### src/rtl/event_stream_buffer_if.sv
// Stream handshake bundle for the event buffer output.
// Latency: n/a (signal bundle only). Backpressure: consumer holds m_ready low to stall beats.
// Signals: m_data/m_valid/m_last driven by the buffer (master); m_ready driven by the consumer (slave).
interface event_stream_buffer_if;
  logic [31:0] m_data;
  logic        m_valid;
  logic        m_ready;
  logic        m_last;

  modport master (output m_data, output m_valid, output m_last, input m_ready);
  modport slave  (input m_data, input m_valid, input m_last, output m_ready);
endinterface

### src/rtl/event_stream_buffer.sv
// Event buffer: queues classified events in a DEPTH-entry FIFO and streams them out as records.
// Latency: an event written into an empty FIFO is first presented the next cycle (no bypass).
// Backpressure: beats hold while m_ready=0; writes arriving while full are dropped and counted.
//
// Ports: clk/rst (sync, active-high); event_in/event_valid (event source); spike_in (raw
// spike flag); stream (master modport: m_data/m_valid/m_last out, m_ready in);
// fill_level, drop_count, overflow, spike_count (status).
// Build option EVENT_TIMESTAMP_EN: adds a free-running 32-bit timestamp stored with each
// event, and each record becomes two beats (timestamp head, event-word tail). Without it,
// each record is a single beat carrying the event word with m_last=1.
module event_stream_buffer #(
  parameter int DEPTH = 16
) (
  input  logic                   clk,
  input  logic                   rst,
  input  logic [31:0]            event_in,
  input  logic                   event_valid,
  input  logic                   spike_in,
  event_stream_buffer_if.master  stream,
  output logic [$clog2(DEPTH):0] fill_level,
  output logic [15:0]            drop_count,
  output logic                   overflow,
  output logic [15:0]            spike_count
);

  localparam int AW = $clog2(DEPTH);
  localparam logic [AW:0] FULL_LEVEL = (AW+1)'(DEPTH);

`ifdef EVENT_TIMESTAMP_EN
  localparam int EW = 64;
`else
  localparam int EW = 32;
`endif

  logic [EW-1:0] mem [DEPTH];
  logic [AW-1:0] wr_ptr;
  logic [AW-1:0] rd_ptr;
  logic [EW-1:0] wr_entry;
  logic [EW-1:0] rd_entry;
  logic          full;
  logic          valid;
  logic          wr_acc;
  logic          pop;
  logic [31:0]   beat_data;
  logic          beat_last;

  // Full is judged on the registered level, so a pop in the same cycle cannot make room.
  assign full     = (fill_level == FULL_LEVEL);
  assign valid    = (fill_level != '0);
  assign wr_acc   = event_valid && !full;
  assign rd_entry = mem[rd_ptr];

`ifdef EVENT_TIMESTAMP_EN
  typedef enum logic {BEAT_HEAD, BEAT_TAIL} beat_state_t;

  logic [31:0] timestamp;
  beat_state_t state;
  beat_state_t state_nxt;

  always_ff @(posedge clk) begin
    if (rst) timestamp <= '0;
    else     timestamp <= timestamp + 32'd1;
  end

  assign wr_entry = {timestamp, event_in};

  always_ff @(posedge clk) begin
    if (rst) state <= BEAT_HEAD;
    else     state <= state_nxt;
  end

  // Head beat carries the timestamp; the entry is popped only once its tail beat transfers.
  always_comb begin
    state_nxt = state;
    beat_data = '0;
    beat_last = 1'b0;
    pop       = 1'b0;
    case (state)
      BEAT_HEAD: begin
        if (valid) begin
          beat_data = rd_entry[63:32];
          if (stream.m_ready) state_nxt = BEAT_TAIL;
        end
      end
      BEAT_TAIL: begin
        // The entry being sent is still stored, so valid is high throughout the tail.
        beat_data = rd_entry[31:0];
        beat_last = 1'b1;
        if (stream.m_ready) begin
          pop       = 1'b1;
          state_nxt = BEAT_HEAD;
        end
      end
      default: state_nxt = BEAT_HEAD;
    endcase
  end
`else
  assign wr_entry = event_in;

  always_comb begin
    beat_data = valid ? rd_entry : '0;
    beat_last = valid;
    pop       = valid && stream.m_ready;
  end
`endif

  assign stream.m_valid = valid;
  assign stream.m_data  = beat_data;
  assign stream.m_last  = beat_last;

  // Storage needs no reset: the pointers and level alone decide what is visible.
  always_ff @(posedge clk) begin
    if (!rst && wr_acc) mem[wr_ptr] <= wr_entry;
  end

  always_ff @(posedge clk) begin
    if (rst) begin
      wr_ptr      <= '0;
      rd_ptr      <= '0;
      fill_level  <= '0;
      drop_count  <= '0;
      overflow    <= 1'b0;
      spike_count <= '0;
    end else begin
      if (wr_acc) wr_ptr <= wr_ptr + AW'(1);
      if (pop)    rd_ptr <= rd_ptr + AW'(1);

      case ({wr_acc, pop})
        2'b10:   fill_level <= fill_level + (AW+1)'(1);
        2'b01:   fill_level <= fill_level - (AW+1)'(1);
        default: fill_level <= fill_level;
      endcase

      if (event_valid && full) begin
        overflow <= 1'b1;
        if (drop_count != 16'hFFFF) drop_count <= drop_count + 16'd1;
      end

      if (spike_in && (spike_count != 16'hFFFF)) spike_count <= spike_count + 16'd1;
    end
  end

endmodule

### src/flat_wrapper.sv
// flat-port wrapper written by rule: the top's interface ports become plain ports
module event_stream_buffer_flat 
#(
  parameter int DEPTH = 16
)
  (clk, rst, event_in, event_valid, spike_in, fill_level, drop_count, overflow, spike_count, stream_m_data, stream_m_valid, stream_m_last, stream_m_ready);
  event_stream_buffer_if stream_i ();
  input  logic clk;
  input  logic rst;
  input  logic [31:0] event_in;
  input  logic event_valid;
  input  logic spike_in;
  output logic [$clog2(DEPTH):0] fill_level;
  output logic [15:0] drop_count;
  output logic overflow;
  output logic [15:0] spike_count;
  output wire logic [$bits(stream_i.m_data)-1:0] stream_m_data;
  output wire logic [$bits(stream_i.m_valid)-1:0] stream_m_valid;
  output wire logic [$bits(stream_i.m_last)-1:0] stream_m_last;
  input wire logic [$bits(stream_i.m_ready)-1:0] stream_m_ready;
  assign stream_m_data = stream_i.m_data;
  assign stream_m_valid = stream_i.m_valid;
  assign stream_m_last = stream_i.m_last;
  assign stream_i.m_ready = stream_m_ready;
  event_stream_buffer #(.DEPTH(DEPTH)) u_core (.clk(clk), .rst(rst), .event_in(event_in), .event_valid(event_valid), .spike_in(spike_in), .stream(stream_i), .fill_level(fill_level), .drop_count(drop_count), .overflow(overflow), .spike_count(spike_count));
endmodule
### config.mk
export PLATFORM = sky130hd
export DESIGN_NAME = event_stream_buffer_flat
export DESIGN_NICKNAME = d
export VERILOG_FILES = /design/src/rtl/event_stream_buffer_if.sv /design/src/rtl/event_stream_buffer.sv /design/src/flat_wrapper.sv
export SDC_FILE = /design/constraint.sdc
export NUM_CORES = 1
export LEC_CHECK = 0
export BUFFER_PORTS_ARGS = -buffer_cell sky130_fd_sc_hd__buf_2
export CORE_MARGIN = 2
export CORE_UTILIZATION = 38
export DETAILED_ROUTE_END_ITERATION = 7
export RECOVER_POWER = 25
export SLEW_MARGIN = 20
export SYNTH_ARGS = -nofsm -noshare
export SYNTH_HDL_FRONTEND = slang
export SYNTH_SLANG_ARGS = --single-unit
### constraint.sdc
create_clock -name clk -period 5.25 [get_ports clk]
set_input_delay 0.525 -clock clk [delete_from_list [all_inputs] [get_ports clk]]
set_output_delay 0.525 -clock clk [all_outputs]
set_load 0.01 [all_outputs]
# Word level (Yosys, flattened, before mapping)
# Memories as Yosys holds them, arrays and structs flattened. A register that Yosys moved wholly into a read port is not among the register bits.
# Index checks and enable logic that the tools add are counted.
[totals]
wordCells = 34
ff_bits = 46
memories = 1
out_inout_bits = 72
input_bits = 37
ram_bits = 512
[classes]
eq_ne = 5
n_mux = 6
reduce_logical = 10
add_sub_neg = 6
[mem_list]
columns = ["memory", "words", "width", "rd", "rd_ports_with_merged_regs", "wr", "line", "source"]
rows = [
  ["u_core.mem", 16, 32, 1, 1, 1, "event_stream_buffer.sv:35", "logic [EW-1:0] mem [DEPTH];"],
]
[ops]
columns = ["operator", "n"]
rows = [
  ["16-bit by 1-bit adder with 16-bit output (second input constant)", 2],
  ["32-bit two-way mux", 1],
  ["16-bit inequality test (second input constant)", 2],
  ["5-bit case mux with 2 select lines", 1],
  ["4-bit by 1-bit adder with 4-bit output (second input constant)", 2],
  ["4-bit two-way mux", 2],
  ["5-bit by 1-bit adder with 5-bit output (second input constant)", 1],
  ["5-bit equality test (second input constant)", 1],
  ["1-bit logical AND", 5],
  ["5-bit nonzero test", 1],
  ["5-bit by 1-bit subtractor with 5-bit output (second input constant)", 1],
  ["2-bit by 1-bit equality test with 1-bit output (second input constant)", 1],
  ["2-bit equality test (second input constant)", 1],
  ["1-bit zero test", 2],
  ["1-bit two-way mux", 2],
  ["2-bit AND reduction", 1],
  ["2-bit nonzero test", 1],
]

# Depth between registers and ports, before layout
[depth]
depth_word = 6
mapped_depth = 12
ltp_nobuf = 10

# Worst setup path after synthesis
# Ideal clock, no wire load.
[synth_timing]
path_type = "reg-to-reg"
startpoint = "register u_core.fill_level[2]"
endpoint = "memory u_core.mem[0][0], enable pin"
t_required_ns = 4.789
slack_ns = 1.064
period_less_slack_ns = 4.186
n_path_buf = 1
setup_time_ns = 0.461
path_stages_with_launch = 7
arrival_ns = 3.725
cell_sequence = "dfxtp_1 > clkbuf_1 > nor4_4 > a21boi_1 > nor2b_1 > nand2_1 > nor3_1"
[synth_via]
elab_chain_len = 6
[synth_rtl]
columns = ["element", "line", "source"]
rows = [
  ["from (decl)", "event_stream_buffer.sv:20", "output logic [$clog2(DEPTH):0] fill_level,"],
  ["from (signal assigned)", "event_stream_buffer.sv:129", "2'b10: fill_level <= fill_level + (AW+1)'(1);"],
  ["from (signal assigned)", "event_stream_buffer.sv:130", "2'b01: fill_level <= fill_level - (AW+1)'(1);"],
  ["from (signal assigned)", "event_stream_buffer.sv:131", "default: fill_level <= fill_level;"],
  ["5-bit equality test", "event_stream_buffer.sv:48", "assign full = (fill_level == FULL_LEVEL);"],
  ["1-bit zero test", "event_stream_buffer.sv:50", "assign wr_acc = event_valid && !full;"],
  ["1-bit logical AND", "event_stream_buffer.sv:50", ""],
  ["1-bit logical AND", "event_stream_buffer.sv:113", "if (!rst && wr_acc) mem[wr_ptr] <= wr_entry;"],
  ["1-bit two-way mux", "event_stream_buffer.sv:113", ""],
  ["1-bit two-way mux (implied by the code)", "event_stream_buffer.sv:113", ""],
  ["to (decl)", "event_stream_buffer.sv:35", ""],
]
# No other way between the ends.

==> reports/metrics.sh <==
NUMBER_OF_FLOPS_MAPPED_TO_ENABLE_CELLS_BY_YOSYS=512
SYNTHESIS.AREA_UM2=21900
POST-SYNTH-TOP-AREA-FRACTION_PCT=70.3
CORE_REGION_AREA_UM2=56600
FMAXACHIEVABLE_GHz=0.262
CLK_TRANSITION_REPORTED_PATHS_NS=0.06
TIMING.CRITICAL_PATH.TO_TYPE='primary output'
IR_WORST_VDD_mV=0.285
POSTLAYOUTCOREUTIL_PCT=45.0
GR-TOTAL-OVERFLOW=0
CLOCK_TREE.HTREE_LEVEL_COUNT=2
HOLDBUFCOUNTCTS=0
OUTCOME='complete, no violations'
CTS_MADE_BUFFERS=59
SYNTH-SEQ-AREA-SHARE_PCT=74.9
POST_CTS.RESIZED_INSTANCES=0
MAX_SLEW.WORST_PIN.SLEW_NS=0.997
SETUP_VIOL=0
MAX-SLEW-MARGIN-REL_PCT=33.3
SYNTH_XOR_AREA_SHARE_PCT=1.28
CLK_ROOT_BUFFER_CELL='clkbuf_16'
VIAS_PER_INSTANCE=5.29
POST_CTS_BUFFERS=0
SYN2LAYOUT_AREA_GROWTH_PCT=16.3
P_PER_AREA_nW_PER_UM2=435
SYNTH.MUX.AREA_FRACTION_PCT=16.9
TIMING.HOLD.WORST_PATH_DEPTH=3
FLOORPLAN.DIE.WIDTH_UM=244
CTS_TREE='built'
LARGEST_NET_DEGREE_AT_THE_START_OF_GLOBAL_ROUTING=55
CORE.ROWCOUNT=87
YOSYS_REGISTER_BITS=562
CLK-INSERTION-DELAY-LATE_NS=0.63
SYNTH_COMPOUND_GATE_AREA_SHARE_PCT=0.629
DESIGN.DIE.AREA_UM2=59500
DP_WORST_SETUP_SLACK_NS=1.95
SEQ_AREA_UM2=16400
CELLS_AFTER_SYNTHESIS=1046
CRITICAL_PATH_CLASS='flip-flop to primary output'
SYNTH.TOP_CELLS.BY_AREA='edfxtp_1, mux4_2, dfxtp_1, nor2_1, xnor2_1'
POSTSYNTH.ASYNCRESETSHARE_PCT=0
DRIVE_GT1_SHARE_PCT=31.4
TOP_LEVEL_PORTS=109
SYNTHESIS.AREA_PER_INSTANCE_UM2=20.9
REPORT.FINAL.HOLD_VIOL_COUNT=0
DP_HPWL_MM=26.3
SYNTH_SIMPLE_GATE_AREA_SHARE_PCT=4.62
GRT_FIRST_PASS_WIRELENGTH_MM=71.4
POSTSYNTH.TOPFLOPCELL='edfxtp_1'
MAXCAPVIOLCOUNT=0
SYNTH_FA_HA_AREA_SHARE_PCT=0.572
TOTAL_LEAKAGE_POWER_nW=7.97
WORSTREGTOREGCELLS=6
CTS-ROOT-TO-SINK-BUFFERS=3
ARRIVAL_NS=3.29
YOSYS_WARNINGS=0
TIMING.CRITICAL_PATH.FROM_TYPE='flip-flop'
ROUTABILITYCONGESTION=0.751
VIAS=10600
HOLD_SLACK_NS=0.279
FIRST_GLOBAL_VIAS=11200
DRT-PASS1-ITER-COUNT=5
WORST_EP_REQUIRED_TIME_NS=4.72
CLOCK_SKEW_NS=0.0611
GRT_ANTENNA_BEFORE_REPAIR=1
DETAIL_ROUTE.WIRELENGTH_MM=47.1
SYNTH_COMMONEST_CELLS='edfxtp_1, mux4_2, nor2_1'
CLOCK_SINKS=562
PERIOD_MINUS_SLACK_NS=3.82
RSZ0062_AT_GRT='false'
PORT-BUFFER-COUNT=108
INITIAL_CORE_UTILIZATION_PCT=38.6
PERIOD_SHARE_PCT=72.7
SYNTH.MOST_COMMON_CELL='edfxtp_1'
CRITICAL_PATH_PEAK_FANOUT=33
DOMINANT_COMBINATIONAL_CELL_FAMILY_BY_AREA_AFTER_SYNTHESIS='multiplexers'
SYNTHESIS.NETS=1093
DIODE_COUNT=0
FP.DIEH_UM=244
FINAL_NETS=1243
ROUTEDWLPERCELL_UM=23.6
INITIALDRTVIOLATIONCOUNT=788
TOTAL_POWER_mW=11.1
FILLERINSTANCES=4876
SETUP_SLACK_NS=1.43
DRC_VIOLS=0
SYNTH_TOP_AREA_CELL='edfxtp_1'
OVERALL_ROUTING_RESOURCE_USAGE_PCT=16.1
HOLD_PATH.CLASS='input port to flip-flop'
YOSYSUNIQUECELLTYPES=45
MAXSLEWVIOLCOUNT=0
FIN_SETUP_TNS_NS=0
AREA_OF_THE_MULTI_INPUT_GATES_UM2=5360
COUNT_OF_ANTENNA_VIOLATING_NETS_LEFT_AFTER_DETAILED_ROUTING=0
[kinds of logic after synthesis]
| group | Yosys count |
|---|---|
| and+or+nand+nor | 191 |
| buffers and inverters | 60 |
| adders and majority gates | 10 |
| xor gates and xnor gates | 32 |
| DFF | 562 |
| muxes | 169 |
| AOI/OAI and AO/OA | 22 |
[worst max-delay path, cell delays in order, from the launching register on]
cell	delay (ns)
dfxtp_4	0.82
buf_4	0.47
mux4_2	0.55
mux4_2	0.46
and2_1	0.21
buf_2	0.16
[per-layer routing]
| metal | up-vias | share of wire (%) | GRT usage [%] |
|---|---|---|---|
| li1 | 4606 | - | - |
| met1 | 5660 | 44 | 22.0 |
| met2 | 246 | 50 | 26.7 |
| met3 | 61 | 4.1 | 2.69 |
| met4 | 0 | 1.8 | 4.12 |
| met5 | - | 0 | 0 |
[path summary, 6_finish.rpt]
kind              slack [ns]                         startpoint                            endpoint
setup / recovery        1.43                          flip-flop                   stream_m_data[27]
hold / removal          0.28                           spike_in  u_core.spike_count[2]$_SDFFE_PP0P_
setup reg to reg        2.10  u_core.fill_level[2]$_SDFFE_PP0P_        u_core.mem[10][30]$_DFFE_PP_
hold reg to reg         0.47      u_core.rd_ptr[3]$_SDFFE_PP0P_                           flip-flop
[where the power goes]
part	switching, mW	total (mW)	internal (mW)
registers	0.143	5.12	4.97
logic	0.962	1.86	0.902
clock network	1.72	4.09	2.37
[flip-flops by register name, summed over array words and instances (netlist names), named ones only]
signal              flops
u_core.drop_count      16
u_core.overflow         1
u_core.fill_level       5
u_core.mem            512
u_core.spike_count     16
u_core.rd_ptr           4
u_core.wr_ptr           4
[through the flow]
| stage | instances | area, um2 |
|---|---|---|
| final | 2000 | 25400 |
| after global routing | 2000 | 25400 |
| after CTS | 2000 | 25500 |
| after detailed placement | 1891 | 23600 |
| after global placement | 1891 | 23600 |
| after floorplan | 1046 | 21900 |
[placed cells by master (no fill, tap or decap), types with 12 or more instances in the layout]
cell type  count
and2_1        32
clkbuf_1      35
edfxtp_1     512
clkbuf_16     59
xnor2_1       24
nand4_1       13
nand2_1       18
nor2_1        55
mux4_2       160
dfxtp_1       46
nor2_4        12
buf_2         87
clkinv_1      12
buf_4         29
[final cells by class]
cell class / count / area share (%)
clock buffer: 73 / 6.01
clock inverter: 36 / 1.50
inverter: 8 / 0.118
multi-input combinational: 424 / 21.1
sequential: 562 / 64.4
tap: 756 / 3.72
timing repair buffer: 141 / 3.19
Note: power is estimated with default switching activity, not from simulation.
